File: src/rtl/token_decoder_pkg.sv
// Shared types and constants for the token decoder (vocab index -> character stream).
package token_decoder_pkg;

  localparam int unsigned TERM_CHAR = 0;

  typedef enum logic [2:0] {
    S_IDLE,
    S_SEEK_RD,
    S_SEEK_CHK,
    S_EMIT_RD,
    S_EMIT_CHK,
    S_EMIT_OUT
  } state_t;

endpackage

File: src/rtl/token_decoder_if.sv
// Token, vocab SRAM and character-sink signals of the token decoder.
interface token_decoder_if #(
  parameter int unsigned ADDR_WIDTH = 4,
  parameter int unsigned DATA_WIDTH = 8
);
  logic                  tok_valid;
  logic                  tok_ready;
  logic [ADDR_WIDTH-1:0] tok_idx;
  logic                  mem_cs;
  logic [ADDR_WIDTH-1:0] mem_addr;
  logic [DATA_WIDTH-1:0] mem_dout;
  logic                  ch_valid;
  logic                  ch_ready;
  logic [DATA_WIDTH-1:0] ch_data;
  logic                  ch_last;
  logic                  err_nf;

  modport master (
    input  tok_valid, tok_idx, mem_dout, ch_ready,
    output tok_ready, mem_cs, mem_addr, ch_valid, ch_data, ch_last, err_nf
  );

  modport slave (
    output tok_valid, tok_idx, mem_dout, ch_ready,
    input  tok_ready, mem_cs, mem_addr, ch_valid, ch_data, ch_last, err_nf
  );
endinterface

File: src/rtl/token_decoder.sv
// Streams the characters of vocab word tok_idx out of a null-terminated vocab SRAM.
// Optional TOKDEC_CACHE_EN: remembers the start address of the last cleanly emitted word.
module token_decoder
  import token_decoder_pkg::*;
#(
  parameter int unsigned ADDR_WIDTH = 4,
  parameter int unsigned DATA_WIDTH = 8,
  parameter int unsigned START_ADDR = 0,
  parameter int unsigned END_ADDR   = 15
) (
  input  logic            blocker_clk,
  input  logic            rst_n,
  token_decoder_if.master bus
);

  localparam int unsigned CNT_W = ADDR_WIDTH + 1;
  localparam logic [ADDR_WIDTH-1:0] START_A = ADDR_WIDTH'(START_ADDR);
  localparam logic [ADDR_WIDTH-1:0] END_A   = ADDR_WIDTH'(END_ADDR);
  localparam logic [DATA_WIDTH-1:0] TERM    = DATA_WIDTH'(TERM_CHAR);

  state_t                state_q, state_d;
  logic [ADDR_WIDTH-1:0] addr_q, addr_d;
  logic [CNT_W-1:0]      cnt_q, cnt_d;
  logic [ADDR_WIDTH-1:0] idx_q, idx_d;
  logic [DATA_WIDTH-1:0] ch_data_q, ch_data_d;
  logic                  ch_last_q, ch_last_d;
  logic                  err_nf_q, err_nf_d;
  logic                  ch_valid_q, ch_valid_d;
  logic                  tok_ready_q, tok_ready_d;
  logic                  mem_cs_q, mem_cs_d;

  logic                  is_term;
  logic                  at_end;
  logic [CNT_W-1:0]      cnt_inc;
  logic                  cache_hit;
  logic [ADDR_WIDTH-1:0] hit_addr;

`ifdef TOKDEC_CACHE_EN
  logic                  cvld_q, cvld_d;
  logic [ADDR_WIDTH-1:0] cidx_q, cidx_d;
  logic [ADDR_WIDTH-1:0] caddr_q, caddr_d;
  logic [ADDR_WIDTH-1:0] wstart_q, wstart_d;
`endif

  always_ff @(posedge blocker_clk or negedge rst_n) begin
    if (!rst_n) begin
      state_q     <= S_IDLE;
      addr_q      <= START_A;
      cnt_q       <= '0;
      idx_q       <= '0;
      ch_data_q   <= '0;
      ch_last_q   <= 1'b0;
      err_nf_q    <= 1'b0;
      ch_valid_q  <= 1'b0;
      tok_ready_q <= 1'b1;
      mem_cs_q    <= 1'b0;
    end else begin
      state_q     <= state_d;
      addr_q      <= addr_d;
      cnt_q       <= cnt_d;
      idx_q       <= idx_d;
      ch_data_q   <= ch_data_d;
      ch_last_q   <= ch_last_d;
      err_nf_q    <= err_nf_d;
      ch_valid_q  <= ch_valid_d;
      tok_ready_q <= tok_ready_d;
      mem_cs_q    <= mem_cs_d;
    end
  end

`ifdef TOKDEC_CACHE_EN
  always_ff @(posedge blocker_clk or negedge rst_n) begin
    if (!rst_n) begin
      cvld_q   <= 1'b0;
      cidx_q   <= '0;
      caddr_q  <= START_A;
      wstart_q <= START_A;
    end else begin
      cvld_q   <= cvld_d;
      cidx_q   <= cidx_d;
      caddr_q  <= caddr_d;
      wstart_q <= wstart_d;
    end
  end
`endif

  always_comb begin
    state_d   = state_q;
    addr_d    = addr_q;
    cnt_d     = cnt_q;
    idx_d     = idx_q;
    ch_data_d = ch_data_q;
    ch_last_d = ch_last_q;
    err_nf_d  = err_nf_q;
    is_term   = (bus.mem_dout == TERM);
    at_end    = (addr_q == END_A);
    cnt_inc   = cnt_q + CNT_W'(1);
`ifdef TOKDEC_CACHE_EN
    cvld_d    = cvld_q;
    cidx_d    = cidx_q;
    caddr_d   = caddr_q;
    wstart_d  = wstart_q;
    cache_hit = cvld_q && (bus.tok_idx == cidx_q);
    hit_addr  = caddr_q;
`else
    cache_hit = 1'b0;
    hit_addr  = START_A;
`endif

    case (state_q)
      S_IDLE: begin
        if (bus.tok_valid) begin
          idx_d     = bus.tok_idx;
          cnt_d     = '0;
          ch_last_d = 1'b0;
          err_nf_d  = 1'b0;
          if (cache_hit) begin
            addr_d  = hit_addr;
            state_d = S_EMIT_RD;
          end else begin
            addr_d  = START_A;
            state_d = (bus.tok_idx == '0) ? S_EMIT_RD : S_SEEK_RD;
          end
        end
      end
      S_SEEK_RD: state_d = S_SEEK_CHK;
      S_SEEK_CHK: begin
        if (is_term) cnt_d = cnt_inc;
        // At END_ADDR nothing can follow, so even a match there is a miss.
        if (at_end) begin
          ch_data_d = TERM;
          ch_last_d = 1'b1;
          err_nf_d  = 1'b1;
          state_d   = S_EMIT_OUT;
        end else if (is_term && (cnt_inc == CNT_W'(idx_q))) begin
          addr_d  = addr_q + ADDR_WIDTH'(1);
          state_d = S_EMIT_RD;
        end else begin
          addr_d  = addr_q + ADDR_WIDTH'(1);
          state_d = S_SEEK_RD;
        end
      end
      S_EMIT_RD: state_d = S_EMIT_CHK;
      S_EMIT_CHK: begin
        // A word still running at END_ADDR is cut with an error terminator.
        if (!is_term && at_end) begin
          ch_data_d = TERM;
          ch_last_d = 1'b1;
          err_nf_d  = 1'b1;
        end else begin
          ch_data_d = bus.mem_dout;
          ch_last_d = is_term;
          err_nf_d  = 1'b0;
        end
        state_d = S_EMIT_OUT;
      end
      S_EMIT_OUT: begin
        if (bus.ch_ready) begin
          if (ch_last_q) begin
            state_d = S_IDLE;
`ifdef TOKDEC_CACHE_EN
            if (!err_nf_q) begin
              cvld_d  = 1'b1;
              cidx_d  = idx_q;
              caddr_d = wstart_q;
            end
`endif
          end else begin
            addr_d  = addr_q + ADDR_WIDTH'(1);
            state_d = S_EMIT_RD;
          end
        end
      end
      default: state_d = S_IDLE;
    endcase

`ifdef TOKDEC_CACHE_EN
    if ((state_d == S_EMIT_RD) && (state_q != S_EMIT_OUT)) wstart_d = addr_d;
`endif

    tok_ready_d = (state_d == S_IDLE);
    ch_valid_d  = (state_d == S_EMIT_OUT);
    mem_cs_d    = (state_d == S_SEEK_RD) || (state_d == S_EMIT_RD);
  end

  assign bus.tok_ready = tok_ready_q;
  assign bus.mem_cs    = mem_cs_q;
  assign bus.mem_addr  = addr_q;
  assign bus.ch_valid  = ch_valid_q;
  assign bus.ch_data   = ch_data_q;
  assign bus.ch_last   = ch_last_q;
  assign bus.err_nf    = err_nf_q;

endmodule

File: src/flat_wrapper.sv
// flat-port wrapper written by rule: the top's interface ports become plain ports
module token_decoder_flat import token_decoder_pkg::*;
#(
  parameter int unsigned ADDR_WIDTH = 4,
  parameter int unsigned DATA_WIDTH = 8,
  parameter int unsigned START_ADDR = 0,
  parameter int unsigned END_ADDR   = 15
)
  (blocker_clk, rst_n, bus_tok_valid, bus_tok_idx, bus_mem_dout, bus_ch_ready, bus_tok_ready, bus_mem_cs, bus_mem_addr, bus_ch_valid, bus_ch_data, bus_ch_last, bus_err_nf);
  token_decoder_if #(.ADDR_WIDTH(ADDR_WIDTH), .DATA_WIDTH(DATA_WIDTH)) bus_i ();
  input  logic blocker_clk;
  input  logic rst_n;
  input wire logic [$bits(bus_i.tok_valid)-1:0] bus_tok_valid;
  input wire logic [$bits(bus_i.tok_idx)-1:0] bus_tok_idx;
  input wire logic [$bits(bus_i.mem_dout)-1:0] bus_mem_dout;
  input wire logic [$bits(bus_i.ch_ready)-1:0] bus_ch_ready;
  output wire logic [$bits(bus_i.tok_ready)-1:0] bus_tok_ready;
  output wire logic [$bits(bus_i.mem_cs)-1:0] bus_mem_cs;
  output wire logic [$bits(bus_i.mem_addr)-1:0] bus_mem_addr;
  output wire logic [$bits(bus_i.ch_valid)-1:0] bus_ch_valid;
  output wire logic [$bits(bus_i.ch_data)-1:0] bus_ch_data;
  output wire logic [$bits(bus_i.ch_last)-1:0] bus_ch_last;
  output wire logic [$bits(bus_i.err_nf)-1:0] bus_err_nf;
  assign bus_i.tok_valid = bus_tok_valid;
  assign bus_i.tok_idx = bus_tok_idx;
  assign bus_i.mem_dout = bus_mem_dout;
  assign bus_i.ch_ready = bus_ch_ready;
  assign bus_tok_ready = bus_i.tok_ready;
  assign bus_mem_cs = bus_i.mem_cs;
  assign bus_mem_addr = bus_i.mem_addr;
  assign bus_ch_valid = bus_i.ch_valid;
  assign bus_ch_data = bus_i.ch_data;
  assign bus_ch_last = bus_i.ch_last;
  assign bus_err_nf = bus_i.err_nf;
  token_decoder #(.ADDR_WIDTH(ADDR_WIDTH), .DATA_WIDTH(DATA_WIDTH), .START_ADDR(START_ADDR), .END_ADDR(END_ADDR)) u_core (.blocker_clk(blocker_clk), .rst_n(rst_n), .bus(bus_i));
endmodule
File: config.mk
export PLATFORM = sky130hd
export DESIGN_NAME = token_decoder_flat
export DESIGN_NICKNAME = d
export VERILOG_FILES = /design/src/rtl/token_decoder_pkg.sv /design/src/rtl/token_decoder_if.sv /design/src/rtl/token_decoder.sv /design/src/flat_wrapper.sv
export SDC_FILE = /design/constraint.sdc
export NUM_CORES = 1
export LEC_CHECK = 0
export ABC_AREA = 1
export BUFFER_PORTS_ARGS = -buffer_cell sky130_fd_sc_hd__clkbuf_2
export CORE_AREA = 2 2 68 70
export DETAILED_ROUTE_END_ITERATION = 10
export DIE_AREA = 0 0 70 72
export PLACE_DENSITY_LB_ADDON = 0.1
export SETUP_SLACK_MARGIN = 0.3
export SYNTH_ARGS = -nofsm -noshare
export SYNTH_HDL_FRONTEND = slang
export SYNTH_SLANG_ARGS = --single-unit
File: constraint.sdc
create_clock -name blocker_clk -period 1.5 [get_ports blocker_clk]
set_input_delay 0.15 -clock blocker_clk [delete_from_list [all_inputs] [get_ports blocker_clk]]
set_output_delay 0.15 -clock blocker_clk [all_outputs]
set_load 0.01 [all_outputs]
==> impl_metrics.tcl <==
set metrics [dict create \
    fin_util_pct 52.3 \
    yosysUniqueCellTypes 24 \
    syn_area_um2 1470 \
    numCtsBuffers 5 \
    seq_area_frac_synth_pct 49.3 \
    diodes 0 \
    rsz0062_at_grt "true" \
    drt_first_iter_violations 50 \
    setup_violations 0 \
    top_layer_used "met4" \
    io_pins 33 \
    clock_skew_ns 0.00617 \
    synthArstFlopShare_pct 100 \
    synth_warnings 0 \
    period_share_pct 89.9 \
    design_area_um2 2230 \
    worstSetupEndpoint "u_core.bus.mem_addr[1]" \
    cts_max_level 2 \
    die_w_um 70 \
    numClockSinks 29 \
    dpl.hpwl_um 2800 \
    met3_length_um 163 \
    worst_pin_slew_ns 0.484 \
    maxSlewViolCount 0 \
    drt_pass1_iterations 4 \
    yosysMostFrequentCell "nand2_1" \
    ys_seq_elements 29 \
    num_vias 1448 \
    powerDensity_nw_per_um2 1690 \
    crit_arrival_ns 1.51 \
    grt_start_max_net_pins 16 \
    drive_above_1_share_pct 47.0 \
    r2r-start "u_core.state_q[0]" \
    rows 24 \
    cts_tree "done" \
    dieArea_um2 5040 \
    grt_pass1_wl_um 6640 \
    nets 264 \
    final_hold_viol_count 0 \
    fin_tns_setup_ns 0 \
    finalWirelength_um 4130 \
    min_path_cells 3 \
    clk_latency_ns 0.28 \
    setup.worst_path.start "u_core.state_q[0]" \
    ant_nets 0 \
    vias_per_cell 4.84 \
    p_leak_nw 1.10 \
    grt_overflow_total 0 \
    hp-class "input pin to flip-flop" \
    area_growth_pct 51.2 \
    ys_top_cells_by_count "nand2_1, dfrtp_1, inv_1" \
    netlist.area_leader.share_pct 47.5 \
    synth-main-ff-cell "dfrtp_1" \
    cts_root_buf "clkbuf_8" \
    worstSetupEndpointType "flip-flop" \
    vdd_drop_max_uv 793 \
    syn_inst 182 \
    hold_ws_ns 0.114 \
    reg2reg_slack_ns 0.15 \
    r2r_end "u_core.bus.mem_addr[1]" \
    min_period_ns 1.35 \
    fmax_ghz 0.742 \
    cts_buffer_depth 2 \
    synth_top_cell_by_area "dfrtp_1" \
    grt_usage_pct 17.0 \
    critical_path_class "flip-flop to flip-flop" \
    drc 0 \
    placed_area_um2 1760 \
    initial_core_util_pct 34.6 \
    fp.dieH_um 72 \
    grt_pass1_vias 1409 \
    clk_pin_slew_ns 0.06 \
    gp_congestion 0.953 \
    routedWlPerCell_um 13.8 \
    wl_met2_um 2250 \
    cp_max_fo 6 \
    required_ns 1.66 \
    maxCapViolations 0 \
    ff2ff_path_depth 8 \
    status "finished clean" \
    port_buffers 32 \
    syn_avg_cell_area_um2 8.10 \
    synthTopCellsByArea "dfrtp_1, nand2_1, o21ai_0" \
    antenna_found_initial 0 \
    synth_edf_count 0 \
    worstSetupStartpointType "flip-flop" \
    nFillCells 418 \
    core_um2 4260 \
    wl_met1_um 1640 \
    syn-num-nets 200 \
    relSlewSlack_pct 67.7 \
]
## metal layers
layer / GRT usage (%) / vias to the layer above
met4: 5.77 / 0
met1: 19.3 / 697
met5: 0 / -
met3: 5.14 / 8
met2: 30.6 / 22
li1: - / 721
## worst min path at each step
stage	startpoint	endpoint	slack, ns
after CTS	bus_mem_dout[6]	u_core.bus.ch_data[6]	0.11
after global routing	bus_mem_dout[4]	u_core.bus.ch_data[4]	0.10
after global placement	rst_n	u_core.state_q[1]	0.10
final	bus_mem_dout[2]	u_core.bus.ch_data[2]	0.11
after detailed placement	rst_n	u_core.state_q[1]	0.1
after floorplan	rst_n	u_core.bus.ch_data[0]	-0.15
## cell type report
type | instances | area (µm²) | share of cell area (%)
multi-input combinational | 133 | 861 | 38.6
timing repair inverter | 1 | 7.51 | 0.337
sequential | 29 | 734 | 33.0
clock buffer | 7 | 86.3 | 3.87
inverter | 22 | 92.6 | 4.15
timing repair buffer | 54 | 352 | 15.8
tap | 52 | 65.1 | 2.92
clock inverter | 1 | 30.0 | 1.35
## critical path: stages, from the launching register on
cell     delay, ns
dfrtp_2       0.45
nor2_4        0.22
nand2_4       0.12
nand2_1       0.10
nor2_2        0.04
nand2_2       0.09
nand2_4       0.09
nand2_1       0.07
o21ai_1       0.06
## report_power, final
group | internal (W) | switching [W]
logic | 0.000721 | 0.000965
clock network | 0.000541 | 0.000287
registers | 0.00106 | 0.000192
total | 0.00232 | 0.00144
## logic make-up after synthesis
| group | synth area share (%) |
|---|---|
| DFF | 49.3 |
| muxes | 1.53 |
| buffers and inverters | 5.77 |
| xor gates and xnor gates | 1.78 |
| and+or+nand+nor | 31.5 |
| AOI/OAI and AO/OA | 8.40 |
| adders and majority gates | 1.70 |
## metrics by stage
stage               power [W]  setup WS (ns)  instances
detailed placement    0.00245         0.0631        268
floorplan             0.00204          0.222        182
CTS                   0.00356          0.175        293
global route          0.00407         0.0751        299
global placement      0.00243          0.116        268
finish                0.00377          0.152        299
## layout by cell type (no fill, tap or decap), types with 3 or more instances in the layout
master    Yosys  final
inv_1        17     15
nand2_4       1      3
nand4_1       4      4
nor2_2        4      4
inv_2         4      4
buf_4         0     17
nand2_1      53     43
nor2_4        2      6
a21oi_1       5      4
o21ai_2       0      3
buf_6         0      3
nand3_4       0      4
nand3_1      11      9
nand2_2       3     10
o21ai_0      15      3
dfrtp_1      28     22
clkbuf_8      0      6
nor2_1       16     13
dfrtp_2       0      6
clkbuf_2      0     32
o21ai_1       1     10
## timing repair
| action | in CTS | in global routing |
|---|---|---|
| buffers inserted | 14 | 5 |
| resized for setup | 26 | 31 |
| pin swaps | 7 | 10 |
| hold buffers | 1 | 0 |
| setup endpoints to repair | 25 | 25 |
| hold endpoints to repair | 13 | 0 |
| cloned | 2 | 1 |
## sequential cells by signal (all words and copies together) (netlist names)
name	cells
u_core.bus.ch_data	8
u_core.cnt_q	5
u_core.bus.mem_addr	4
u_core.idx_q	4
u_core.state_q	3
u_core.bus.ch_last	1
u_core.bus.ch_valid	1
u_core.bus.err_nf	1
u_core.bus.mem_cs	1
u_core.bus.tok_ready	1
(Power assumes the default switching activity.)
